==> src/rtl/classifier_seq_ctrl.sv <==
// Sequencing controller around a combinational classifier: collects feature beats,
// waits a fixed settle window, captures the result and hands it downstream.
module classifier_seq_ctrl #(
    parameter int unsigned NUM_A         = 9,
    parameter int unsigned WIDTH_A       = 4,
    parameter int unsigned OUTWIDTH      = 22,
    parameter int unsigned SETTLE_CYCLES = 4
) (
    input  logic                       clk,
    input  logic                       rst,
    input  logic                       s_valid,
    output logic                       s_ready,
    input  logic [WIDTH_A-1:0]         s_data,
    input  logic                       s_last,
    output logic [NUM_A*WIDTH_A-1:0]   clf_inp,
    input  logic [OUTWIDTH-1:0]        clf_out,
    output logic                       m_valid,
    input  logic                       m_ready,
    output logic [OUTWIDTH-1:0]        m_data,
    output logic                       busy,
    output logic                       err_frame,
    output logic [15:0]                sample_cnt
);

    localparam int unsigned IDX_W = (NUM_A > 1) ? $clog2(NUM_A) : 1;
    localparam int unsigned CNT_W = 8;
    localparam int unsigned IN_W  = NUM_A * WIDTH_A;
    localparam logic [IDX_W-1:0] LAST_IDX    = IDX_W'(NUM_A - 1);
    localparam logic [CNT_W-1:0] SETTLE_INIT = CNT_W'(SETTLE_CYCLES);

    typedef enum logic [1:0] {
        ST_LOAD   = 2'd0,
        ST_SETTLE = 2'd1,
        ST_HOLD   = 2'd2
    } state_t;

    state_t             r_state;
    state_t             w_state_nxt;
    logic [IDX_W-1:0]   r_idx;
    logic [CNT_W-1:0]   r_settle;
    logic [IN_W-1:0]    r_clf_inp;
    logic [OUTWIDTH-1:0] r_m_data;
    logic               r_m_valid;
    logic               r_s_ready;
    logic               r_busy;
    logic               r_err_frame;
    logic [15:0]        r_sample_cnt;

    logic w_accept;
    logic w_is_last_idx;
    logic w_early_last;
    logic w_done;
    logic w_capture;
    logic w_handshake;

    assign w_accept      = s_valid && r_s_ready && (r_state == ST_LOAD);
    assign w_is_last_idx = (r_idx == LAST_IDX);
    assign w_early_last  = w_accept && s_last && !w_is_last_idx;
    assign w_done        = w_accept && w_is_last_idx;
    // Counter runs SETTLE_CYCLES down to 0; the capture edge follows the zero cycle.
    assign w_capture     = (r_state == ST_SETTLE) && (r_settle == '0);
    assign w_handshake   = (r_state == ST_HOLD) && r_m_valid && m_ready;

    always_ff @(posedge clk or posedge rst) begin
        if (rst) begin
            r_state <= ST_LOAD;
        end else begin
            r_state <= w_state_nxt;
        end
    end

    always_comb begin
        w_state_nxt = r_state;
        case (r_state)
            ST_LOAD:   if (w_done)      w_state_nxt = ST_SETTLE;
            ST_SETTLE: if (w_capture)   w_state_nxt = ST_HOLD;
            ST_HOLD:   if (w_handshake) w_state_nxt = ST_LOAD;
            default:                    w_state_nxt = ST_LOAD;
        endcase
    end

    always_ff @(posedge clk or posedge rst) begin
        if (rst) begin
            r_idx        <= '0;
            r_settle     <= '0;
            r_clf_inp    <= '0;
            r_m_data     <= '0;
            r_m_valid    <= 1'b0;
            r_s_ready    <= 1'b0;
            r_busy       <= 1'b0;
            r_err_frame  <= 1'b0;
            r_sample_cnt <= '0;
        end else begin
            r_s_ready <= (w_state_nxt == ST_LOAD);
            r_busy    <= (w_state_nxt != ST_LOAD);

            if (r_state != ST_LOAD) begin
                r_idx <= '0;
            end else if (w_accept) begin
                r_idx <= (w_early_last || w_is_last_idx) ? '0 : r_idx + IDX_W'(1);
            end

            // A beat that closes a frame early is dropped, not written.
            if (w_accept && !w_early_last) begin
                r_clf_inp[32'(r_idx) * WIDTH_A +: WIDTH_A] <= s_data;
            end

            if (w_done) begin
                r_settle <= SETTLE_INIT;
            end else if ((r_state == ST_SETTLE) && (r_settle != '0)) begin
                r_settle <= r_settle - CNT_W'(1);
            end

            if (w_capture) begin
                r_m_data  <= clf_out;
                r_m_valid <= 1'b1;
            end else if (w_handshake) begin
                r_m_valid    <= 1'b0;
                r_sample_cnt <= r_sample_cnt + 16'd1;
            end

            if (w_early_last || (w_done && !s_last)) begin
                r_err_frame <= 1'b1;
            end
        end
    end

    assign s_ready    = r_s_ready;
    assign clf_inp    = r_clf_inp;
    assign m_valid    = r_m_valid;
    assign m_data     = r_m_data;
    assign busy       = r_busy;
    assign err_frame  = r_err_frame;
    assign sample_cnt = r_sample_cnt;

endmodule

==> config.mk <==
export PLATFORM = sky130hd
export DESIGN_NAME = classifier_seq_ctrl
export DESIGN_NICKNAME = d
export VERILOG_FILES = /design/src/rtl/classifier_seq_ctrl.sv
export SDC_FILE = /design/constraint.sdc
export NUM_CORES = 1
export LEC_CHECK = 0
export CAP_MARGIN = 10
export CORE_MARGIN = 5
export CORE_UTILIZATION = 30
export CTS_CLUSTER_DIAMETER = 80
export DETAILED_ROUTE_END_ITERATION = 16
export PLACE_DENSITY_LB_ADDON = 0.25
export SLEW_MARGIN = 20
export SYNTH_ARGS = -nofsm -noshare
export SYNTH_HDL_FRONTEND = slang
export SYNTH_SLANG_ARGS = --single-unit
==> constraint.sdc <==
create_clock -name clk -period 3.1 [get_ports clk]
set_clock_uncertainty 0.2 [all_clocks]
set_input_delay 0.31 -clock clk [delete_from_list [all_inputs] [get_ports clk]]
set_output_delay 0.31 -clock clk [all_outputs]
set_load 0.005 [all_outputs]
==> After elaboration in Yosys (flattened, before gate mapping) <==
Cells that the tools add are included.
{ "totals": {"n_memories": 0, "ramBits": 0, "mem_bits_ro": 0, "regBits": 92, "latch_bits": 0, "output_inout_bits": 78, "in_bits": 31} }
{ "op_classes": {"magnitude_cmp": 0, "div": 0, "n_reduce_logical": 26, "multipliers": 0, "eq_ne": 3, "n_bitwise": 1, "shift": 2, "n_mux": 12, "n_addsub": 4} }
{ "op_table": {"columns": ["cell", "count"], "rows": [
  ["bitwise mux 36 bit", 1],
  ["variable shift 4 x 34 -> 36 bit (first input constant)", 1],
  ["indexed part select 4 x 34 -> 36 bit", 1],
  ["negation 6 -> 34 bit", 1],
  ["adder 16 x 1 -> 16 bit (second input constant)", 1],
  ["two-way mux 8 bit", 2],
  ["two-way mux 4 bit", 3],
  ["logical AND 1 bit", 11],
  ["nonzero test 2 bit", 5],
  ["zero test 8 bit", 1],
  ["nonzero test 8 bit", 1],
  ["subtractor 8 x 1 -> 8 bit (second input constant)", 1],
  ["two-way mux 2 bit", 3],
  ["one-hot mux 2 bit (3 select lines)", 1],
  ["adder 4 x 1 -> 4 bit (second input constant)", 1],
  ["equality test 4 bit (second input constant)", 1],
  ["zero test 2 bit", 2],
  ["zero test 1 bit", 3],
  ["equality test 2 x 1 -> 1 bit (second input constant)", 1],
  ["equality test 2 bit (second input constant)", 1],
  ["logical OR 1 bit", 2],
  ["two-way mux 1 bit", 2],
  ["AND reduction 2 bit", 1],
  ["NOT 1 bit", 1]
]} }

==> Longest topological paths before layout <==
Gate-level depths: netlist of run 1.
{ "depth": {"word_depth": 8, "mapped_depth": 7, "depth_no_buf": 6} }

==> Worst setup path before layout of run 1 <==
OpenSTA, ideal clock, no wires.
{ "synth_path": {"kind": "register -> register", "from": "register r_idx[0]", "to": "register r_clf_inp[10] (netlist: clf_inp[10])", "required_time_ps": 2775, "stages_incl_launch_ff": 7, "n_path_buf": 1, "arrival_time_ps": 1938, "slack_ps": 837, "synth_period_minus_slack_ps": 2263, "cell_sequence": "dfrtp_1 > clkbuf_1 > nor3_1 > ha_1 > nor3b_1 > nand3_1 > mux2_2"} }
{ "synth_between": {"elab_chain_cells": 5} }
{ "synth_lines": {"columns": ["element", "line", "source"], "rows": [
  ["start: declaration", "39", "logic [IDX_W-1:0] r_idx;"],
  ["start signal: assignment", "100", "r_idx <= (w_early_last || w_is_last_idx) ? '0 : r_idx + IDX_W'(1);"],
  ["parallel branches: the longest is 5 deep, another holds negation 6 -> 34 bit", null, null],
  ["end signal: indexed assignment", "105", "r_clf_inp[32'(r_idx) * WIDTH_A +: WIDTH_A] <= s_data;"],
  ["end: declaration", "41", "logic [IN_W-1:0] r_clf_inp;"]
]} }
Parallel ways; which one is timed is not known.
A chain may end at the register's enable or synchronous reset.

==> Worst setup path in the final report of run 1 <==
{ "layout_path": {"from": "register r_idx[1]", "to": "register r_clf_inp[4] (netlist: clf_inp[4])"} }
Same word-level chain as after synthesis.

==> results of run 1 <==
==> power groups by stage <==
stage | sequential [mW] | clock [mW] | combinational, mW
floorplan | 1.36 | 0 | 0.238
detailed placement | 1.37 | 0 | 0.455
global route | 1.36 | 1.14 | 0.501
CTS | 1.35 | 1.10 | 0.461
global placement | 1.37 | 0 | 0.451
finish | 1.35 | 1.06 | 0.453
==> worst max-delay path: stages, from the launching register on <==
cell     delay, ns
dfrtp_1       0.44
inv_1         0.11
ha_1          0.23
xor2_1        0.47
nor3b_1       0.15
buf_4         0.17
nand3_1       0.18
mux2_2        0.37
==> metrics by stage <==
| step | setup slack (ns) | instance area (sq um) | hold WS [ns] |
|---|---|---|---|
| finish | 0.646 | 5740 | 0.0892 |
| floorplan | 0.198 | 4140 | 0.244 |
| CTS | 0.655 | 5740 | 0.0899 |
| global placement | 0.749 | 5450 | 0.243 |
| global route | 0.491 | 5740 | 0.130 |
| detailed placement | 0.679 | 5450 | 0.260 |
==> routing by layer <==
metal / share of wire [%] / routed length, um
met5: 0 / 0
met4: 1.3 / 122
met2: 44 / 4220
met3: 6.9 / 657
met1: 47 / 4520
==> cell usage after synthesis (5+ instances only) <==
library cell / instances
nor2_1: 9
ha_1: 7
xnor2_1: 13
inv_1: 14
nand3_1: 21
dfrtp_1: 92
mux2_2: 35
mux2_4: 18
clkbuf_1: 5
nor3b_1: 9
and2_1: 5
and3_1: 9
nor4_1: 5
xor2_1: 5
mux2i_1: 9
o21ai_0: 6
nand2_1: 21
==> how the worst max path moves through the flow <==
stage,start,to,slack [ns],cells past startpoint
6_report,r_idx[1]$_DFFE_PP0P_,clf_inp[4]$_DFFE_PP0P_,0.65,7
5_1_grt,r_idx[1]$_DFFE_PP0P_,clf_inp[6]$_DFFE_PP0P_,0.49,7
4_1_cts,r_idx[1]$_DFFE_PP0P_,clf_inp[4]$_DFFE_PP0P_,0.65,7
3_5_place_dp,r_idx[1]$_DFFE_PP0P_,clf_inp[5]$_DFFE_PP0P_,0.68,7
3_3_place_gp,s_valid,clf_inp[11]$_DFFE_PP0P_,0.75,6
2_1_floorplan,rst,busy$_DFF_PP0_,0.20,1
==> layout make-up <==
type	instances	area share [%]
clock inverters	6	0.829
well taps	180	3.93
clock buffers	10	4.17
repair buffers	113	19.7
inverters	14	0.938
multi-input cells	211	30.3
flip-flops and latches	92	40.1
==> cell families after synthesis <==
family	Yosys count	share of synthesized area [%]
AOI/OAI and AO/OA	16	2.54
xor gates and xnor gates	18	3.81
adders and majority gates	7	2.12
buffers and inverters	22	2.39
DFF	92	55.6
muxes	62	18.2
and+or+nand+nor	108	15.3
==> sequential cells by signal, indices dropped and copies added (netlist names) <==
register and flops:
clf_inp 36, m_data 22, sample_cnt 16, r_settle 8, r_idx 4, r_state 2
busy 1, err_frame 1, m_valid 1, s_ready 1
==> metrics.txt, run 1 <==
RSZ-0062 raised after global routing=no; Clock Latency Late Sink=roughly 0.35 ns; cts repair resizes=0; Mapped Area=4140 sq um; switching power of the nets=0.761 mW; sw frac=a little over a quarter; Seq/Total Area, Yosys=55.6%; Placer Congestion=~0.8; wire length per cell=approximately 15 um; startpoint class of the critical path=register; Clock Pin Slew Worst Setup and Hold Paths=0.07 ns; Initial DRC Count=86; # IOs=~110; DRC Markers=0; CP Data Required Time=between 3 and 4 ns; DR vias/cell=4.61; R2R cell count=7; min Tclk post-route=2.45 ns; period utilization=between 70% and 80%; Worst Tran Pin Value=around 0.6 ns; gr ovfl total=0; outcome=complete, no violations; Die X=127 um; Peak VDD IR=about 300 uV; TritonCTS clock tree=built; worst-path fanout max=8; die area=~16000 sq um; Max Fclk=approximately 0.4 GHz; register bit count reported by yosys=92; CP endpoint kind=register; Initial Util=30.2%; first-pass GRT wire length=roughly 15000 um; non-filler cells, final=626; # port buffers=between 100 and 150; critical path type=register to register; top cell type's share of synthesized area=55.6%; Synth async-reset ratio=100%; Sink Count=between 90 and 100; Seq. cell area=approximately 2300 sq um; Total GRT Usage=between 10% and 20%; CTS max path bufs=2; final core occ=around two fifths; EDFF count, synth=0; chip height=approximately 130 um; clock share of power=37.0%; detailed-route via count=approximately 2900; Mapped Cells=325; pin count of the biggest net entering global routing=68; Primary FF master, synth=dfrtp_1; final hold vios=0; commonest non-fill, non-tap cell in the layout=clkdlybuf4s50_1; Fillers=around 1300; Area growth syn-to-layout=38.6%; power share of the sequential group=between 40% and 50%; Placeable Area=13700 sq um; met1 usage=between 10% and 20%; antenna diode count=0; hold buffers post-CTS=0; hpwl dp=about 6900 um; H-tree levels=3; Routed WL=roughly 9500 um; final slew viol count=0; post-synthesis net count=between 300 and 400; met2 GRT Util=18.4%; antenna-violating nets left=0; Leak Pwr=approximately 2.6 nW; Avg Inst Size Synth=12.7 sq um; Power Dens Cells=498 nW/um^2; slack of the worst reg-to-reg path=around 0.65 ns; Internal=about 2.1 mW; Min-Delay Path Class=primary input to asynchronous set/reset pin; Final TNS setup=0 ns; reg2reg start=r_idx[1]$_DFFE_PP0P_; layout cells sized above 1=between 10% and 20%; Final setup viols=0; busiest grt layer=met2; met3 Track Usage GR=4.01%; nets=479; RR Endpoint=clf_inp[4]$_DFFE_PP0P_; Placed Cells incl. Taps=610; Arr. time, crit path=between 2 and 2.5 ns; Combinational Power Share=between 10% and 20%; setup bufs post-CTS=0; most frequent cells in the layout=108 x clkdlybuf4s50_1, 92 x dfrtp_1, 35 x mux2_2; leading area contributor after synthesis=dfrtp_1; number of global-route vias before repair=~3000; largest cells by area after synthesis=dfrtp_1 56%, mux2_2 9.5%, mux2_4 6.5%; CTS buffer count=9; max_slew headroom=60.2%; Power Total=approximately 2.9 mW; max cap viols=0; initial antenna violation count=0; Multi-input gate area=around 1700 sq um; Rows=between 40 and 50; root buffer cell=clkbuf_16; yosys warns=0; Detailed Routing Iterations Pass 1=4; Cell variety after synth=46
No activity file was read; power rests on OpenSTA's default activity.
==> inputs of run 2 (changes only) <==
clock period = 2.5 ns   (was 3.1 ns; I/O delays follow)
==> run 2 against run 1 <==
Against the previous run:
- total power up 25%
- non-clock buffer count up 7
- sequential cell count unchanged
- worst setup slack worse by 0.40 ns
- design area up 1.2%
- global-route usage up 0.30 points
- maximum frequency up 8.7%
- combinational power up 28%
- largest power group unchanged
==> metrics.txt, run 2 (synthesis gave the netlist of run 1 again) <==
min Tclk post-route=2.26 ns (-0.196 ns); Placed Area=5520 sq um (+1.2%); hpwl dp=7050 um (+1.7%); # port buffers=108 (unchanged); final slew viol count=0 (unchanged); first-pass GRT wire length=15800 um (+2.5%); Detailed Routing Iterations Pass 1=4 (unchanged); Fillers=1301 (-1.7%); antenna diode count=0 (unchanged); chip height=127 um (unchanged); Placed Cells incl. Taps=617 (+1.1%); CTS buffer count=9 (unchanged); CTS max path bufs=2 (unchanged); max reg flops=36 (unchanged); Arr. time, crit path=2.29 ns (-0.20 ns); CP Data Required Time=2.53 ns (-0.60 ns); DR vias/cell=4.54 (-1.5%); max cap viols=0 (unchanged); Rows=43 (unchanged); critical path type=register to register; DRC Markers=0 (unchanged); Placer Congestion=0.845 (+6.0%); Max Fclk=0.443 GHz (+8.7%); worst-path cell chain=inv_1 > ha_1 > xor2_1 > nor3b_2 > nand3_1 > mux2_2; Routed WL=9540 um (+0.27%); Clock Pin Slew Worst Setup and Hold Paths=0.06 ns (about the same); TritonCTS clock tree=built; pin count of the biggest net entering global routing=93 (+37%); final hold vios=0 (unchanged); Clock Latency Late Sink=0.34 ns (about the same); Final TNS setup=0 ns (unchanged); RSZ-0062 raised after global routing=no; period utilization=90.3% (+11 points); Sink Count=92 (unchanged); worst-path fanout max=8 (unchanged); max_slew headroom=61.6% (+1.5 points); layout cells sized above 1=19.9% (+0.63 points); number of global-route vias before repair=3075 (+2.8%); Initial DRC Count=132 (+53%); root buffer cell=clkbuf_16; commonest non-fill, non-tap cell in the layout=clkdlybuf4s50_1; initial antenna violation count=0 (unchanged); wire length per cell=15.1 um (-0.68%); Total GRT Usage=12.2% (+0.30 points); PnR worst setup slack=0.241 ns (-0.404 ns); Min-Delay Path Class=primary input to asynchronous set/reset pin; non-filler cells, final=632 (+0.96%); outcome=complete, no violations; hold buffers post-CTS=0 (unchanged); # IOs=109 (unchanged); CP endpoint kind=register; most frequent cells in the layout=108 x clkdlybuf4s50_1, 92 x dfrtp_1, 35 x mux2_2; Worst Tran Pin Value=0.571 ns (-0.0207 ns); post-route cell area=5810 sq um (+1.2%); startpoint class of the critical path=register; Initial Util=30.2% (unchanged); detailed-route via count=2870 (-0.59%); H-tree levels=3 (unchanged); gr ovfl total=0 (unchanged); die area=16200 sq um (unchanged); Setup WS pre-CTS=0.00880 ns (-0.670 ns); Final setup viols=0 (unchanged); Leak Pwr=2.68 nW (+1.6%); crit path max-delay cell type=dfrtp_1; Peak VDD IR=335 uV (+14%); Power Dens Cells=615 nW/um^2 (+23%); nets=486 (+1.5%); Power Total=3.57 mW (+25%); antenna-violating nets left=0 (unchanged); critical path's largest stage delay=0.46 ns (about the same); Placeable Area=13700 sq um (unchanged); slack of the worst reg-to-reg path=0.24 ns (-0.40 ns); Area growth syn-to-layout=40.3%; Die X=127 um (unchanged)
## run 2: final cells by class
class                           instances  area [sq um]  share of cell area (%)
Inverter                               14          56.3                   0.969
Timing Repair Buffer                  120          1200                    20.6
Multi-Input combinational cell        211          1740                    30.0
Tap cell                              180           225                    3.88
Clock inverter                          2          35.0                   0.603
Sequential cell                        92          2300                    39.6
Clock buffer                           13           250                    4.31
## run 2: per-layer routing
metal | up-vias | track usage, % | wire, um
li1 | 1398 | - | -
met1 | 1371 | 16.7 | 4540
met2 | 87 | 18.6 | 4300
met3 | 14 | 3.26 | 551
met4 | 0 | 4.35 | 146
met5 | - | 0 | 0
## run 2: final timing paths
check | startpoint | endpoint | cells after the start
setup / recovery | r_idx[0]$_DFFE_PP0P_ | clf_inp[5]$_DFFE_PP0P_ | 6
hold / removal | rst | sample_cnt[13]$_DFFE_PP0P_ | 3
setup reg to reg | r_idx[0]$_DFFE_PP0P_ | clf_inp[5]$_DFFE_PP0P_ | 6
hold reg to reg | err_frame$_DFFE_PP0P_ | err_frame$_DFFE_PP0P_ | 1
max in group asynchronous | rst | clf_inp[14]$_DFFE_PP0P_ | 3
min in group clk | err_frame$_DFFE_PP0P_ | err_frame$_DFFE_PP0P_ | 1
## run 2: through the flow
stage,hold slack (ns),util [%]
3_3_place_gp,0.253,40.2
2_1_floorplan,0.184,-
3_5_place_dp,0.252,40.2
5_1_grt,0.257,42.3
6_report,0.162,42.3
4_1_cts,0.222,42.3
## run 2: repair_timing
action / 4_1_cts / 5_1_grt
resized for setup: 1 / 0
buffers inserted: 0 / 0
endpoints found under the hold margin: 0 / 0
setup endpoints to repair: 5 / 0
## run 2: worst max-delay path: cells and delay by family, from the launching register on
family | cells | cell delay (ns)
buf+inv | 1 | 0.10
mux | 1 | 0.33
xor+xnor | 1 | 0.19
fa+ha+maj | 1 | 0.27
flops | 1 | 0.46
simple gates | 2 | 0.59
## run 2: report_power, final
group	internal [mW]	total, mW	switching [mW]
Combinational	0.319	0.581	0.262
Sequential	1.59	1.67	0.0795
Clock	0.796	1.32	0.528
==> inputs of run 3 (changes only) <==
GPL_ROUTABILITY_DRIVEN = 0   (was unset)
MAX_ROUTING_LAYER = met4   (was unset)
==> run 3 against run 2 <==
Against the previous run:
- sequential power barely moved
- clock power barely moved
- design area did not move
- global-route usage rose by 0.37 points
- die area did not move
- sequential cell count did not move
- critical path type unchanged
- largest power group unchanged
- core utilization did not move
==> metrics.txt, run 3 (synthesis gave the netlist of run 1 again) <==
outcome=complete, no violations; Final TNS setup=0 ns (unchanged); gr ovfl total=0 (unchanged); CP endpoint kind=register; startpoint class of the critical path=register; period utilization=90.3% (about the same); post-route cell area=5810 sq um (unchanged); Worst Tran Pin Value=0.571 ns (unchanged); # IOs=109 (unchanged); max cap viols=0 (unchanged); Placed Area=5520 sq um (unchanged); commonest non-fill, non-tap cell in the layout=clkdlybuf4s50_1; Arr. time, crit path=2.29 ns (about the same); H-tree levels=3 (unchanged); CTS buffer count=9 (unchanged); Min-Delay Path Class=primary input to asynchronous set/reset pin; final hold vios=0 (unchanged); detailed-route via count=2871 (+0.035%); worst-path fanout max=8 (unchanged); Initial DRC Count=132 (unchanged); Clock Pin Slew Worst Setup and Hold Paths=0.06 ns (about the same); Routed WL=9550 um (about the same); antenna-violating nets left=0 (unchanged); Placeable Area=13700 sq um (unchanged); met2 GRT Util=18.6% (-0.031 points); Fillers=1301 (unchanged); Initial Util=30.2% (unchanged); Peak VDD IR=335 uV (about the same); met3 Track Usage GR=2.80% (-0.46 points); CTS max path bufs=2 (unchanged); initial antenna violation count=0 (unchanged); setup bufs post-CTS=0 (unchanged); first-pass GRT wire length=15800 um (about the same); Rows=43 (unchanged); hpwl dp=7050 um (unchanged); min Tclk post-route=2.26 ns (-0.0000300 ns); max_slew headroom=61.6% (unchanged); TritonCTS clock tree=built; Clock Latency Late Sink=0.34 ns (about the same); number of global-route vias before repair=3080 (+0.16%); critical path type=register to register; # port buffers=108 (unchanged); root buffer cell=clkbuf_16; final core occ=42.3% (unchanged); die area=16200 sq um (unchanged); Max Fclk=0.443 GHz (about the same); pin count of the biggest net entering global routing=93 (unchanged); DRC Markers=0 (unchanged); CP Data Required Time=2.53 ns (about the same); Sink Count=92 (unchanged); Power Dens Cells=615 nW/um^2 (about the same); DR vias/cell=4.54 (about the same); wire length per cell=15.1 um (about the same); Leak Pwr=2.68 nW (unchanged); max reg flops=36 (unchanged); chip height=127 um (unchanged); Area growth syn-to-layout=40.3% (unchanged); Final setup viols=0 (unchanged); RSZ-0062 raised after global routing=no; layout cells sized above 1=19.9% (unchanged); busiest grt layer=met2; antenna diode count=0 (unchanged); Die X=127 um (unchanged); Total GRT Usage=12.6% (+0.37 points); Detailed Routing Iterations Pass 1=4 (unchanged); nets=486 (unchanged); final slew viol count=0 (unchanged); most frequent cells in the layout=108 x clkdlybuf4s50_1, 92 x dfrtp_1, 35 x mux2_2; met1 usage=17.0% (+0.34 points)
==> run 3: cell counts in the layout (fill, tap and decap cells not counted) <==
Identical to the previous run, type by type.
==> run 3: layout make-up <==
cell class / instances / area (sq um) / area share [%]
multi-input combinational: 211 / 1740 / 30.0
timing repair buffer: 120 / 1200 / 20.6
inverter: 14 / 56.3 / 0.969
tap: 180 / 225 / 3.88
sequential: 92 / 2300 / 39.6
clock buffer: 13 / 250 / 4.31
clock inverter: 2 / 35.0 / 0.603
==> run 3: metal layers <==
metal | wire length (um) | vias to the layer above
met5 | 0 | -
met4 | 146 | 0
met3 | 464 | 14
met2 | 4310 | 87
met1 | 4630 | 1372
li1 | - | 1398
==> run 3: per-stage QoR <==
stage | hold slack (ns) | worst slack [ns] | cells | total power [mW]
global route | 0.258 | 0.0962 | 632 | 3.77
global placement | 0.253 | 0.108 | 617 | 2.27
finish | 0.162 | 0.241 | 632 | 3.57
CTS | 0.222 | 0.240 | 632 | 3.64
floorplan | 0.184 | 0.237 | 325 | 1.98
detailed placement | 0.252 | 0.00880 | 617 | 2.28
==> run 3: where the power goes <==
part	leakage, nW	switching [mW]	total [mW]	internal, mW
combinational	1.36	0.263	0.581	0.319
sequential	1.18	0.0795	1.67	1.59
clock	0.140	0.528	1.32	0.796
==> run 3: critical path, cell delays in order, from the launching register on <==
cell and delay (ns):
dfrtp_1 0.46, inv_1 0.10, ha_1 0.27, xor2_1 0.19, nor3b_2 0.33, nand3_1 0.26
mux2_2 0.33
==> run 3: final timing paths <==
check | startpoint | to | slack (ns) | cells after the start
setup / recovery | r_idx[0]$_DFFE_PP0P_ | clf_inp[5]$_DFFE_PP0P_ | 0.24 | 6
hold / removal | rst | sample_cnt[13]$_DFFE_PP0P_ | 0.16 | 3
setup reg to reg | r_idx[0]$_DFFE_PP0P_ | clf_inp[5]$_DFFE_PP0P_ | 0.24 | 6
hold reg to reg | err_frame$_DFFE_PP0P_ | err_frame$_DFFE_PP0P_ | 0.26 | 1
max in group asynchronous | rst | clf_inp[14]$_DFFE_PP0P_ | 1.51 | 3
min in group clk | err_frame$_DFFE_PP0P_ | err_frame$_DFFE_PP0P_ | 0.26 | 1
==> run 3: timing repair <==
item / CTS / global route
hold buffers: 0 / 0
setup endpoints to repair: 5 / 0
resized for setup: 1 / 0
==> RTL edit 1: new RTL, config.mk and constraints of run 2 <==
Compare `r_idx` against `LAST_IDX` with >= in place of ==.
--- a/src/rtl/classifier_seq_ctrl.sv
+++ b/src/rtl/classifier_seq_ctrl.sv
@@ -54,7 +54,7 @@
     logic w_handshake;
 
     assign w_accept      = s_valid && r_s_ready && (r_state == ST_LOAD);
-    assign w_is_last_idx = (r_idx == LAST_IDX);
+    assign w_is_last_idx = (r_idx >= LAST_IDX);
     assign w_early_last  = w_accept && s_last && !w_is_last_idx;
     assign w_done        = w_accept && w_is_last_idx;
     // Counter runs SETTLE_CYCLES down to 0; the capture edge follows the zero cycle.
Formal check against the unedited RTL: same outputs for any inputs over 10 cycles, from zero or initial values and one cycle with rst high; that may be too few to reach the edited logic, so the function may still have changed.
==> RTL edit 1 against run 2 <==
- power grew 7.3%
- area after synthesis decreased by 0.97%
- utilization rose by 1.3 points
- count of clock-buffer cells in the layout fell by 3
- sequential cell count is the same
- critical path depth decreased by 1
- final area down 0.15%
- wire length up 0.41%
- final cell count is 2.2% lower
- setup slack lost 0.053 ns
- die area down 0.89%
- maximum frequency fell by 2.3%
- largest cell class unchanged
- largest power group is now the clock network
==> RTL edit 1: results (changes against run 2) <==
Synthesis
  – Post-synthesis compound-gate area fraction: 0.0388 (was 0.0254)
  – Sequential element share of the synthesized area: 0.562 (was 0.556)
  – Synth warn: 0 (unchanged)
  – Asr flop ratio synth: 1.00 (unchanged)
  – Mapped Nets: 357 (was 363)
  – Commonest cells post-synth: dfrtp_1 (92), mux2_2 (54), nand2_1 (28), nor2_1 (17), xnor2_1 (15) (was dfrtp_1 (92), mux2_2 (35), nand2_1 (21), nand3_1 (21), mux2_4 (18))
  – Synth unique cells: 49 (was 46)
  – Leading cell types by total area after synthesis: dfrtp_1 (56%), mux2_2 (15%), xnor2_1 (3.2%), nand2_1 (2.6%), ha_1 (2.4%) (was dfrtp_1 (56%), mux2_2 (9.5%), mux2_4 (6.5%), xnor2_1 (2.8%), nand3_1 (2.5%))
  – Synth Area in Adders: 0.0244 (was 0.0212)
  – Mux share of post-synthesis cell area: 0.170 (was 0.182)
  – Xor/xnor share of the synthesized area: 0.0406 (was 0.0381)

Placement
  – HPWL Detailed: 6.97 mm (was 7.05 mm)
  – Gpl congestion: 0.751 (was 0.845)
  – Placed Instance Area: 5430 um2 (was 5520 um2)
  – Port bufs: 108 (unchanged)

Global route
  – Grt met2 use: 0.192 (was 0.186)
  – Gr usage total: 0.123 (was 0.122)
  – GR Util met3: 0.0660 (was 0.0326)
  – Global-route wire length before repair: 15.7 mm (was 15.8 mm)
  – Global-route track usage on met1: 0.149 (was 0.167)
  – Vias in the first global route: 3,031 (was 3,075)

Route
  – Initial DRC count: 166 (was 132)
  – M1 WL: 4.25 mm (was 4.54 mm)
  – Routed wl met2: 4.34 mm (was 4.30 mm)
  – Detailed Route WL: 9.58 mm (was 9.54 mm)
  – Highest routed layer: met4 (unchanged)
  – DR vias: 2,872 (was 2,870)
  – Routed wl met3: 895 um (was 551 um)

Layout
  – ANT cells: 0 (unchanged)
  – Filler Cells Inserted: 1,260 (was 1,301)
  – Final net count: 476 (was 486)
  – Share of cells above drive strength 1: 0.213 (was 0.199)

Power and ir drop
  – VDD IR max: 0.491 mV (was 0.335 mV)
  – Pleak: 2.53 nW (was 2.68 nW)

Critical path
  – CP max stage delay: 0.53 ns (was 0.46 ns)
  – Arrival @ worst endpoint: 2.35 ns (was 2.29 ns)
  – Kind of cell adding the most delay to the critical path: compound AO/OA/AOI/OAI gates (was simple AND/OR/NAND/NOR gates)
  – Max stage delay cell, worst path: a2111o_4 (was dfrtp_1)

Status
  – Outcome: complete, no violations (unchanged)

Clocking
  – Post-CTS Setup Repair Bufs: 0 (unchanged)
  – Clk slew on worst S/H paths: ~0.07 ns
  – H-tree depth: 3 (unchanged)
  – Clock root cell: clkbuf_16 (unchanged)
  – PostCTS Resize Cnt: 0 (was 1)
  – Clock Path Buffers: 2 (unchanged)

Timing
  – Slew HR: 0.623 (was 0.616)
RTL edit 1: path summary, 6_finish.rpt:
path                                            start                          to  slack, ns  depth (start not counted)
worst max-delay path             r_idx[1]$_DFFE_PP0P_     clf_inp[17]$_DFFE_PP0P_       0.19                          5
worst min-delay path                              rst  sample_cnt[15]$_DFFE_PP0P_       0.14                          3
worst max register to register   r_idx[1]$_DFFE_PP0P_     clf_inp[17]$_DFFE_PP0P_       0.19                          5
worst min register to register  err_frame$_DFFE_PP0P_       err_frame$_DFFE_PP0P_       0.26                          1
max in group asynchronous                         rst      clf_inp[6]$_DFFE_PP0P_       1.47                          3
min in group clk                err_frame$_DFFE_PP0P_       err_frame$_DFFE_PP0P_       0.26                          1
RTL edit 1: through the flow:
step,std cells,hold WS (ns),util,setup slack (ns)
2_1_floorplan,318,0.199,-,0.116
3_3_place_gp,602,0.246,0.408,0.174
3_5_place_dp,602,0.252,0.408,0.141
4_1_cts,618,0.225,0.436,0.168
5_1_grt,618,0.257,0.436,0.0830
6_report,618,0.140,0.436,0.189
RTL edit 1: power breakdown:
part | internal (W) | switching (W) | leakage [nW]
combinational | 0.000289 | 0.000210 | 1.19
clock | 0.00110 | 0.000580 | 0.175
sequential | 0.00158 | 0.0000661 | 1.17
RTL edit 1: tightest hold or removal path, stage by stage:
cell and delay [ns]:
clkdlybuf4s50_1 0.44, clkinvlp_4 0.10, buf_12 0.32
RTL edit 1: final cells by class:
class | count | area [um2] | area share
Inverter | 11 | 45.0 | 0.00777
Clock buffer | 10 | 239 | 0.0412
Tap cell | 176 | 220 | 0.0380
Clock inverter | 6 | 135 | 0.0233
Timing Repair Buffer | 115 | 1150 | 0.198
Multi-Input combinational cell | 208 | 1710 | 0.295
Sequential cell | 92 | 2300 | 0.397
==> RTL edit 2: new RTL, config.mk and constraints of run 2 <==
Without the edit above. Set the parameter `NUM_A` to 18 (it was 9).
--- a/src/rtl/classifier_seq_ctrl.sv
+++ b/src/rtl/classifier_seq_ctrl.sv
@@ -1,7 +1,7 @@
 // Sequencing controller around a combinational classifier: collects feature beats,
 // waits a fixed settle window, captures the result and hands it downstream.
 module classifier_seq_ctrl #(
-    parameter int unsigned NUM_A         = 9,
+    parameter int unsigned NUM_A         = 18,
     parameter int unsigned WIDTH_A       = 4,
     parameter int unsigned OUTWIDTH      = 22,
     parameter int unsigned SETTLE_CYCLES = 4
Interface: changed (resized clf_inp); port bits go from 109 to 145. The function was not compared with the original's and may differ.
==> RTL edit 2 against run 2 <==
- the flow now finishes with violations (negative setup slack)
- area after synthesis rose by 39%
- final area rose by 51%
- wire length rose by 59%
- setup slack got worse by 0.35 ns
- largest cell class unchanged
- power rose by 22%
- synthesized cell count rose by 37%
- sequential cell count rose by 37
==> RTL edit 2: results (changes against run 2) <==
Route
  – Initial DRC count: 118 (was 132)
  – Detailed Route WL: 15.1 mm (was 9.54 mm)
  – Vias/cell: 4.64 (was 4.54)
  – DR WL/cell: 16.4 um (was 15.1 um)

Critical path
  – Max stage delay cell, worst path: or4b_4 (was dfrtp_1)
  – Worst-path fanout max: 4 (was 8)
  – CP max stage delay: 0.60 ns (was 0.46 ns)
  – Arrival @ worst endpoint: 2.70 ns (was 2.29 ns)

Clocking
  – Clk slew on worst S/H paths: 0.06 ns (about the same)
  – H-tree depth: 4 (was 3)
  – PostCTS Resize Cnt: 15 (was 1)
  – Worst-Skew Late Latency: 0.41 ns (was 0.34 ns)
  – CTS buffer count: 17 (was 9)
  – Post-CTS Setup Repair Bufs: 3 (was 0)
  – Clock root cell: clkbuf_16 (unchanged)

Status
  – Failing checks: negative setup slack
  – Outcome: finished with violations (was complete, no violations)

Global route
  – Vias in the first global route: 4,623 (was 3,075)
  – Antenna violations before repair: 0 (unchanged)
  – Global-route track usage on met1: 0.172 (was 0.167)
  – Gr usage total: 0.139 (was 0.122)
  – Pin count of the biggest net entering global routing: 39 (was 93)
  – GR Util met3: 0.0457 (was 0.0326)

Power and ir drop
  – VDD IR max: 0.410 mV (was 0.335 mV)
  – Pleak: 3.99 nW (was 2.68 nW)

Placement
  – HPWL Detailed: 11.0 mm (was 7.05 mm)
  – Placed cells: 884 (was 617)
  – Port bufs: 144 (was 108)
  – Gpl congestion: 0.792 (was 0.845)
  – DP Worst Slack: -0.283 ns (was 0.00880 ns)

Synthesis
  – Main synth FF type: dfrtp_1 (unchanged)
  – Mux share of post-synthesis cell area: 0.177 (was 0.182)
  – Xor/xnor share of the synthesized area: 0.0319 (was 0.0381)
  – Synth unique cells: 61 (was 46)
  – Leading cell types by total area after synthesis: dfrtp_1 (56%), mux2_2 (16%), xnor2_1 (2.3%), nand2_1 (1.6%), ha_1 (1.3%) (was dfrtp_1 (56%), mux2_2 (9.5%), mux2_4 (6.5%), xnor2_1 (2.8%), nand3_1 (2.5%))
  – Mapped Nets: 483 (was 363)
  – Synth Area in Adders: 0.0130 (was 0.0212)
  – Sequential element share of the synthesized area: 0.560 (was 0.556)
  – Syn Area/Cell: 12.9 um2 (was 12.7 um2)

Layout
  – Largest register FFs: 72 (was 36)
  – Final net count: 689 (was 486)
  – Share of cells above drive strength 1: 0.324 (was 0.199)
  – Final core area utilization: 0.467 (was 0.423)
  – Filler Cells Inserted: 1,694 (was 1,301)

Timing
  – Setup ws final: -0.112 ns (was 0.241 ns)
  – Setup tns final: -3.22 ns (was 0 ns)
  – Final setup viols: 54 (was 0)
  – Slew @ Worst Pin: 0.797 ns (was 0.571 ns)
RTL edit 2: changes by cell type in the layout (fill, tap and decap cells not counted), moves of 8 or more:
cell             delta
clkbuf_16           +8
buf_4              +41
dfrtp_1            +36
mux2_2             +24
nand3_1            -13
clkdlybuf4s50_1    +36
RTL edit 2: layer usage:
metal / routed length, um / part of all wire
met4: 193 / 0.013
met3: 990 / 0.065
met5: 0 / 0
met1: 6660 / 0.44
met2: 7310 / 0.48
RTL edit 2: cell type report:
class,instances,share of cell area
timing repair buffer,209,0.232
inverter,20,0.00954
clock inverter,10,0.00769
multi-input combinational,275,0.296
tap,260,0.0370
clock buffer,20,0.0497
sequential,129,0.368
RTL edit 2: worst paths after layout:
check	from	slack, ns	cells after the start	to
setup / recovery	r_idx[0]$_DFFE_PP0P_	-0.11	8	clf_inp[67]$_DFFE_PP0P_
hold / removal	rst	0.04	2	clf_inp[64]$_DFFE_PP0P_
setup reg to reg	r_idx[0]$_DFFE_PP0P_	-0.11	8	clf_inp[67]$_DFFE_PP0P_
hold reg to reg	sample_cnt[15]$_DFFE_PP0P_	0.27	1	sample_cnt[15]$_DFFE_PP0P_
max in group asynchronous	rst	1.47	3	m_data[1]$_DFFE_PP0P_
min in group clk	clf_out[8]	0.25	2	m_data[8]$_DFFE_PP0P_
RTL edit 2: critical path: cells and delay by family, from the launching register on:
family,cells,cell delay [ns]
buf+inv,3,0.31
fa+ha+maj,1,0.15
mux,1,0.32
xor+xnor,1,0.13
simple gates,2,1.00
flops,1,0.39
RTL edit 2: power breakdown:
part | switching [W] | internal [W]
Clock | 0.000874 | 0.00125
Sequential | 0 | 0.00209
Combinational | 0.0000673 | 0.0000619
Total | 0.000941 | 0.00340
